`src/rtl/lab2_proc_alu_arb_pkg.sv`:
```
// Shared definitions for the two-requester ALU arbiter.
//   - ALU function codes, using the same encoding as the shared lab2_proc ALU
//   - requester id type
//   - comparison-flag struct; each module pairs it with its own result width
//   - helper that returns the other requester id
package lab2_proc_alu_arb_pkg;

  localparam logic [3:0] ALU_FN_ADD    = 4'd0;
  localparam logic [3:0] ALU_FN_SUB    = 4'd1;
  localparam logic [3:0] ALU_FN_SLL    = 4'd2;
  localparam logic [3:0] ALU_FN_OR     = 4'd3;
  localparam logic [3:0] ALU_FN_SLT    = 4'd4;
  localparam logic [3:0] ALU_FN_SLTU   = 4'd5;
  localparam logic [3:0] ALU_FN_AND    = 4'd6;
  localparam logic [3:0] ALU_FN_XOR    = 4'd7;
  localparam logic [3:0] ALU_FN_NOR    = 4'd8;
  localparam logic [3:0] ALU_FN_SRL    = 4'd9;
  localparam logic [3:0] ALU_FN_SRA    = 4'd10;
  localparam logic [3:0] ALU_FN_CP_OP0 = 4'd11;
  localparam logic [3:0] ALU_FN_CP_OP1 = 4'd12;
  localparam logic [3:0] ALU_FN_ADDZ   = 4'd13;

  typedef enum logic {
    REQ_ID_0 = 1'b0,
    REQ_ID_1 = 1'b1
  } req_id_e;

  typedef struct packed {
    logic eq;
    logic lt;
    logic ltu;
  } alu_flags_t;

  function automatic req_id_e other_req(input req_id_e id);
    return (id == REQ_ID_0) ? REQ_ID_1 : REQ_ID_0;
  endfunction

endpackage

```
`src/rtl/lab2_proc_alu.sv`:
```
// Shared combinational integer ALU (the lab2_proc ALU, instantiated as is).
// Ports: fn (function code), in0/in1 (operands), out (result),
//        ops_eq/ops_lt/ops_ltu (comparison flags, computed for any fn).
// Function codes without an operation defined for them produce out = 0.
module lab2_proc_alu
  import lab2_proc_alu_arb_pkg::*;
#(
  parameter int p_nbits = 32
) (
  input  logic [3:0]         fn,
  input  logic [p_nbits-1:0] in0,
  input  logic [p_nbits-1:0] in1,
  output logic [p_nbits-1:0] out,
  output logic               ops_eq,
  output logic               ops_lt,
  output logic               ops_ltu
);

  localparam int SHW = $clog2(p_nbits);

  logic [SHW-1:0] shamt_s;
  assign shamt_s = in1[SHW-1:0];

  // Result select and operand comparisons
  always_comb begin
    ops_eq  = (in0 == in1);
    ops_lt  = ($signed(in0) < $signed(in1));
    ops_ltu = (in0 < in1);
    out     = '0;
    case (fn)
      ALU_FN_ADD:    out = in0 + in1;
      ALU_FN_SUB:    out = in0 - in1;
      ALU_FN_SLL:    out = in0 << shamt_s;
      ALU_FN_OR:     out = in0 | in1;
      ALU_FN_SLT:    out = {{(p_nbits-1){1'b0}}, ops_lt};
      ALU_FN_SLTU:   out = {{(p_nbits-1){1'b0}}, ops_ltu};
      ALU_FN_AND:    out = in0 & in1;
      ALU_FN_XOR:    out = in0 ^ in1;
      ALU_FN_NOR:    out = ~(in0 | in1);
      ALU_FN_SRL:    out = in0 >> shamt_s;
      ALU_FN_SRA:    out = $signed(in0) >>> shamt_s;
      ALU_FN_CP_OP0: out = in0;
      ALU_FN_CP_OP1: out = in1;
      // Jump-target add: clear bit 0 of the sum
      ALU_FN_ADDZ:   out = (in0 + in1) & ~{{(p_nbits-1){1'b0}}, 1'b1};
      default:       out = '0;
    endcase
  end

endmodule

```
`src/rtl/lab2_proc_rr_arb2.sv`:
```
// Two-input round-robin arbiter with a registered priority bit.
// Ports: clk, reset (async active-low), en (grant allowed this cycle),
//        val[1:0] (request valids), gnt[1:0] (one-hot grant, already gated
//        by en), grant_id (winner id when any request is valid).
// The priority bit moves to the loser only on cycles where a grant is issued.
module lab2_proc_rr_arb2
  import lab2_proc_alu_arb_pkg::*;
(
  input  logic       clk,
  input  logic       reset,
  input  logic       en,
  input  logic [1:0] val,
  output logic [1:0] gnt,
  output req_id_e    grant_id
);

  req_id_e prio_r;
  logic    any_s;

  // Pick the winner: a lone valid wins, a tie goes to the priority holder
  always_comb begin
    grant_id = prio_r;
    if (val[0] && val[1]) begin
      grant_id = prio_r;
    end else if (val[1]) begin
      grant_id = REQ_ID_1;
    end else begin
      grant_id = REQ_ID_0;
    end
    any_s = en & (val[0] | val[1]);
    gnt   = 2'b00;
    if (any_s) begin
      gnt = (grant_id == REQ_ID_1) ? 2'b10 : 2'b01;
    end else begin
      gnt = 2'b00;
    end
  end

  // Priority register: the winner drops to lowest priority
  always_ff @(posedge clk or negedge reset) begin
    if (!reset) begin
      prio_r <= REQ_ID_0;
    end else if (any_s) begin
      prio_r <= other_req(grant_id);
    end else begin
      prio_r <= prio_r;
    end
  end

endmodule

```
`src/rtl/lab2_proc_alu_arbiter.sv`:
```
// Shares one combinational ALU between two val/rdy requesters.
// A round-robin arbiter picks the winner, the ALU result and flags are
// captured in a single-entry response buffer and returned one cycle later
// on the owner's response interface.
// Ports:
//   clk, reset (async active-low)
//   req{0,1}_val/rdy/fn/in0/in1 : request interfaces
//   resp{0,1}_val/rdy/out/eq/lt/ltu : response interfaces (driven from buffer)
//   grant{0,1}_cnt : saturating grant counters, present only when
//                    LAB2_PROC_ALU_ARB_STATS_EN is defined
module lab2_proc_alu_arbiter
  import lab2_proc_alu_arb_pkg::*;
#(
  parameter int p_nbits     = 32,
  parameter int p_cnt_nbits = 16
) (
  input  logic                   clk,
  input  logic                   reset,
  input  logic                   req0_val,
  output logic                   req0_rdy,
  input  logic [3:0]             req0_fn,
  input  logic [p_nbits-1:0]     req0_in0,
  input  logic [p_nbits-1:0]     req0_in1,
  input  logic                   req1_val,
  output logic                   req1_rdy,
  input  logic [3:0]             req1_fn,
  input  logic [p_nbits-1:0]     req1_in0,
  input  logic [p_nbits-1:0]     req1_in1,
  output logic                   resp0_val,
  input  logic                   resp0_rdy,
  output logic [p_nbits-1:0]     resp0_out,
  output logic                   resp0_eq,
  output logic                   resp0_lt,
  output logic                   resp0_ltu,
  output logic                   resp1_val,
  input  logic                   resp1_rdy,
  output logic [p_nbits-1:0]     resp1_out,
  output logic                   resp1_eq,
  output logic                   resp1_lt,
  output logic                   resp1_ltu
`ifdef LAB2_PROC_ALU_ARB_STATS_EN
  ,
  output logic [p_cnt_nbits-1:0] grant0_cnt,
  output logic [p_cnt_nbits-1:0] grant1_cnt
`endif
);

  typedef struct packed {
    logic [p_nbits-1:0] out;
    alu_flags_t         flags;
  } resp_t;

  logic               full_r;
  req_id_e            owner_r;
  resp_t              resp_r;

  logic               resp_fire_s;
  logic               can_accept_s;
  logic [1:0]         gnt_s;
  req_id_e            grant_id_s;
  logic               req_fire_s;
  logic [3:0]         alu_fn_s;
  logic [p_nbits-1:0] alu_in0_s;
  logic [p_nbits-1:0] alu_in1_s;
  logic [p_nbits-1:0] alu_out_s;
  alu_flags_t         alu_flags_s;

  assign resp_fire_s  = full_r & ((owner_r == REQ_ID_1) ? resp1_rdy : resp0_rdy);
  assign can_accept_s = ~full_r | resp_fire_s;

  // Gating with reset keeps both rdy outputs low while reset is held
  lab2_proc_rr_arb2 u_arb (
    .clk      (clk),
    .reset    (reset),
    .en       (can_accept_s & reset),
    .val      ({req1_val, req0_val}),
    .gnt      (gnt_s),
    .grant_id (grant_id_s)
  );

  assign req0_rdy   = gnt_s[0];
  assign req1_rdy   = gnt_s[1];
  assign req_fire_s = gnt_s[0] | gnt_s[1];

  // Steer the winner's operation into the shared ALU
  always_comb begin
    if (grant_id_s == REQ_ID_1) begin
      alu_fn_s  = req1_fn;
      alu_in0_s = req1_in0;
      alu_in1_s = req1_in1;
    end else begin
      alu_fn_s  = req0_fn;
      alu_in0_s = req0_in0;
      alu_in1_s = req0_in1;
    end
  end

  lab2_proc_alu #(.p_nbits(p_nbits)) u_alu (
    .fn      (alu_fn_s),
    .in0     (alu_in0_s),
    .in1     (alu_in1_s),
    .out     (alu_out_s),
    .ops_eq  (alu_flags_s.eq),
    .ops_lt  (alu_flags_s.lt),
    .ops_ltu (alu_flags_s.ltu)
  );

  // Response buffer: a new fire overwrites, a lone response fire drains
  always_ff @(posedge clk or negedge reset) begin
    if (!reset) begin
      full_r  <= 1'b0;
      owner_r <= REQ_ID_0;
      resp_r  <= '0;
    end else if (req_fire_s) begin
      full_r  <= 1'b1;
      owner_r <= grant_id_s;
      resp_r  <= {alu_out_s, alu_flags_s};
    end else if (resp_fire_s) begin
      full_r  <= 1'b0;
    end
  end

  assign resp0_val = full_r & (owner_r == REQ_ID_0);
  assign resp1_val = full_r & (owner_r == REQ_ID_1);
  assign resp0_out = resp_r.out;
  assign resp0_eq  = resp_r.flags.eq;
  assign resp0_lt  = resp_r.flags.lt;
  assign resp0_ltu = resp_r.flags.ltu;
  assign resp1_out = resp_r.out;
  assign resp1_eq  = resp_r.flags.eq;
  assign resp1_lt  = resp_r.flags.lt;
  assign resp1_ltu = resp_r.flags.ltu;

`ifdef LAB2_PROC_ALU_ARB_STATS_EN
  // Saturating per-requester grant counters
  always_ff @(posedge clk or negedge reset) begin
    if (!reset) begin
      grant0_cnt <= '0;
      grant1_cnt <= '0;
    end else begin
      if (gnt_s[0] && (grant0_cnt != '1)) grant0_cnt <= grant0_cnt + 1'b1;
      else                                grant0_cnt <= grant0_cnt;
      if (gnt_s[1] && (grant1_cnt != '1)) grant1_cnt <= grant1_cnt + 1'b1;
      else                                grant1_cnt <= grant1_cnt;
    end
  end
`else
  logic [p_cnt_nbits-1:0] unused_cnt_s;
  assign unused_cnt_s = '0;
`endif

endmodule

```
`config.mk`:
```
export PLATFORM = sky130hd
export DESIGN_NAME = lab2_proc_alu_arbiter
export DESIGN_NICKNAME = d
export VERILOG_FILES = /design/src/rtl/lab2_proc_alu_arb_pkg.sv /design/src/rtl/lab2_proc_alu.sv /design/src/rtl/lab2_proc_rr_arb2.sv /design/src/rtl/lab2_proc_alu_arbiter.sv
export SDC_FILE = /design/constraint.sdc
export NUM_CORES = 1
export LEC_CHECK = 0
export ABC_AREA = 1
export BUFFER_PORTS_ARGS = -buffer_cell sky130_fd_sc_hd__buf_2
export CORE_MARGIN = 3
export CORE_UTILIZATION = 30
export CTS_BUF_LIST = sky130_fd_sc_hd__clkbuf_8
export CTS_CLUSTER_DIAMETER = 80
export DETAILED_ROUTE_END_ITERATION = 12
export HOLD_SLACK_MARGIN = 0.08
export REMOVE_ABC_BUFFERS = 1
export SLEW_MARGIN = 20
export SYNTH_ARGS = -nofsm -noshare
export SYNTH_HDL_FRONTEND = slang
export SYNTH_SLANG_ARGS = --single-unit
```
`constraint.sdc`:
```
create_clock -name clk -period 3.5 [get_ports clk]
set_input_delay 0.7 -clock clk [delete_from_list [all_inputs] [get_ports clk]]
set_output_delay 0.7 -clock clk [all_outputs]
set_load 0.02 [all_outputs]
```
==> run_results.csv <==
group,metric,value,unit
worst_hold_path,hold_path.class,"primary input to asynchronous set/reset pin",
cts,cts.htree.levels,2,
cells_and_area,area_growth,47.9,%
cells_and_area,final_nets,3443,
place,dpl_worst_slack,-0.572,ns
floorplan,die_area,46500,um^2
floorplan,fp.dieW,216,um
critical_path,r2r-start,"u_arb.prio_r$_DFFE_PN0P_",
floorplan,rows,76,
route,antenna_left,0,
global_route,grt_first_pass_wirelength,111000,um
synthesis,synth_cell_types,54,
synthesis,syn_area_per_cell,5.24,um^2
power,p_seq_frac,0.081,
power,pwr-share-clk,0.037,
floorplan,io_pins,216,
cts,cts.clk_slew.worst_paths,0.09,ns
synthesis,ys_async_sr_fraction,1.00,
timing,maxSlewViolCount,0,
timing,fin_crit_sh,0.983,
status,run_status,"completed",
route,via_count,19808,
timing,fin_worst_skew,0.0150,ns
critical_path,slowest_delay,0.42,ns
critical_path,cp_max_fo,31,
power,power_density,528,nW/um^2
timing,setup-violations-final,0,
cts,cts_tree,"yes",
timing,max_freq,291,MHz
synthesis,ys_seq_elements,38,
cells_and_area,diodes,0,
power,sw_frac_of_total,0.575,
cells_and_area,drive_gt1_frac,0.314,
timing,rsz0062_at_grt,"yes",
power,ir_drop,0.000585,V
synthesis,synthTopCellsByCount,"nand2_1, nand3_1, inv_1",
floorplan,initial_core_util,0.305,
global_route,grt_max_degree,77,
synthesis,syn_inst,2515,
place,place_congestion,1.08,
power,comb_power_share,0.882,
synthesis,synth_ff_type,"dfrtp_1",
floorplan,die_h,216,um
timing,fin_ws,0.0595,ns
critical_path,cp-start-kind,"primary input",
critical_path,path_cells,"buf_2 > nand2_4 > nand2_8 > buf_12 > nand2_1 > o21ai_0 > buf_4 > ha_1 > buf_12 > nand2_1 > o21ai_0 > a21oi_1 > o211ai_1 > a21oi_1 > o21ai_1 > buf_4 > nand4_1 > nand2_1 > nand2_1",
timing,fin_crit,3.44,ns
run,maxCapViolCount,0,
floorplan,fp.coreArea,43300,um^2
critical_path,cp-end-kind,"flip-flop",
timing,hold_viol,0,
synthesis,synth_area,13200,um^2
synthesis,synth-edff-count,0,
place,placed_cell_area,18900,um^2
cts,clk_root_buffer_cell,"clkbuf_8",
cells_and_area,fin_area,19500,um^2
route,dr.pass1.iters,6,
place,dp_cells,3776,
global_route,grt_antenna_before_repair,1,
global_route,first_global_vias,18261,
cts,cts_made_buffers,5,
synthesis,synth.most_common_cell,"nand2_1",
critical_path,worstPathArrival,3.66,ns
cells_and_area,fin_cells,3789,
timing,worstMarginPinSlew,0.662,ns
place,hpwl,64900,um
synthesis,post-synth-top-area-fraction,0.217,
critical_path,critPathMostFrequentCell,"nand2_1",
synthesis,synth_top_cell_by_area,"nand2_1",
power,p_int,4.38,mW
route,avgRoutedWirePerCell,20.4,um
route,wl,77500,um
power,switchingPower,5.92,mW
synthesis,synth_area_leaders,"nand2_1, nand3_1, ha_1",
route,drc_errors,0,
critical_path,required,3.72,ns
route,dr.first_iter.drc_count,2165,
synthesis,yosys_warnings,0,
global_route,gr-total-overflow,0,
cts,clockBufferDepth,2,
timing,maxSlewHeadroom,0.559,
critical_path,critPathKind,"primary input to flip-flop",
critical_path,slowest_stage,"o21ai_0",
place,port_buffers,215,
cts,insertion_delay,0.34,ns
cts,clock-sinks,38,
power,p_leak,10.6,nW
critical_path,startpoint,"req0_val",
route,via_per_inst,5.23,
global_route,track_usage,0.314,
synthesis,synth_seq_area_share,0.0721,
==> critical path, delay by kind of cell <==
family	cells	cell delay (ns)
simple gates	7	0.72
buf+inv	5	0.78
fa+ha+maj	1	0.37
compound gates	6	1.06
==> registers in the layout, summed over array words and instances, names as in the netlist <==
| name | count |
|---|---|
| resp0_ltu | 1 |
| resp0_out | 32 |
| full_r | 1 |
| u_arb.prio_r | 1 |
| owner_r | 1 |
| resp0_eq | 1 |
| resp0_lt | 1 |
==> layer usage <==
layer	share of wire	track usage	wire [um]	vias up
met5	0.00017	0	13	-
met4	0.050	0.116	3900	2
met3	0.094	0.0417	7310	173
met2	0.43	0.500	33600	979
met1	0.42	0.432	32600	9093
li1	-	-	-	9561
==> per-stage QoR <==
step           utilization  total power, mW  TNS, ns  hold WS (ns)
6_report             0.451             10.3        0         0.490
5_1_grt              0.451             11.0   -0.179         0.530
4_1_cts              0.439             9.79  -0.0472         0.510
3_5_place_dp         0.436             9.36   -10.40         0.488
3_3_place_gp         0.436             9.38   -10.55         0.485
2_1_floorplan            -             4.82   -54.01         0.404
==> area by class of cell <==
class	count	area (um^2)
clock inverters	2	8.76
repair buffers	829	5970
flip-flops and latches	38	951
fillers	4785	23800
well taps	585	732
clock buffers	6	82.6
inverters	303	1140
multi-input cells	2026	10600
==> power by group through the flow <==
stage                     logic (mW)  clock network, mW  registers [mW]
after global placement          8.53                  0           0.851
after global routing            9.70              0.389           0.864
after CTS                       8.58              0.371           0.842
after detailed placement        8.52                  0           0.846
final                           9.08              0.381           0.839
after floorplan                 3.62                  0            1.21
==> final timing paths <==
check | endpoint | slack (ns) | cells after the start
setup / recovery | resp0_out[20]$_DFFE_PN0P_ | 0.06 | 19
hold / removal | u_arb.prio_r$_DFFE_PN0P_ | 0.49 | 2
setup reg to reg | resp0_out[20]$_DFFE_PN0P_ | 0.09 | 19
hold reg to reg | resp0_eq$_DFFE_PN0P_ | 0.51 | 2
max in group asynchronous | resp0_out[10]$_DFFE_PN0P_ | 2.59 | 2
min in group clk | resp0_eq$_DFFE_PN0P_ | 0.51 | 2
==> timing repair <==
action,4_1_cts,5_1_grt
gates resized for setup,12,122
pin swaps,1,15
hold buffers,0,0
setup buffers,0,4
setup endpoints to repair,17,31
gates cloned,0,1
==> cells by family after synthesis <==
group | count (synthesis) | synth area share
fa+ha+maj | 98 | 0.0936
xor+xnor | 3 | 0.00199
flops | 38 | 0.0721
buf+inv | 451 | 0.156
compound gates | 424 | 0.183
simple gates | 1501 | 0.493
==> cells in the final DEF (no fill, tap or decap), drive strengths merged, types with 9 or more instances in the layout <==
cell type / Yosys / layout
a21oi: 152 / 152
ha: 97 / 97
o211ai: 20 / 20
o21ai: 197 / 197
inv: 302 / 303
dfrtp: 38 / 38
a21o: 9 / 9
buf: 112 / 828
o22ai: 21 / 21
nor2: 248 / 248
nand4: 34 / 34
nand3: 385 / 385
nor3: 30 / 30
nand2: 785 / 785
Power figures use the tool's default switching activity.
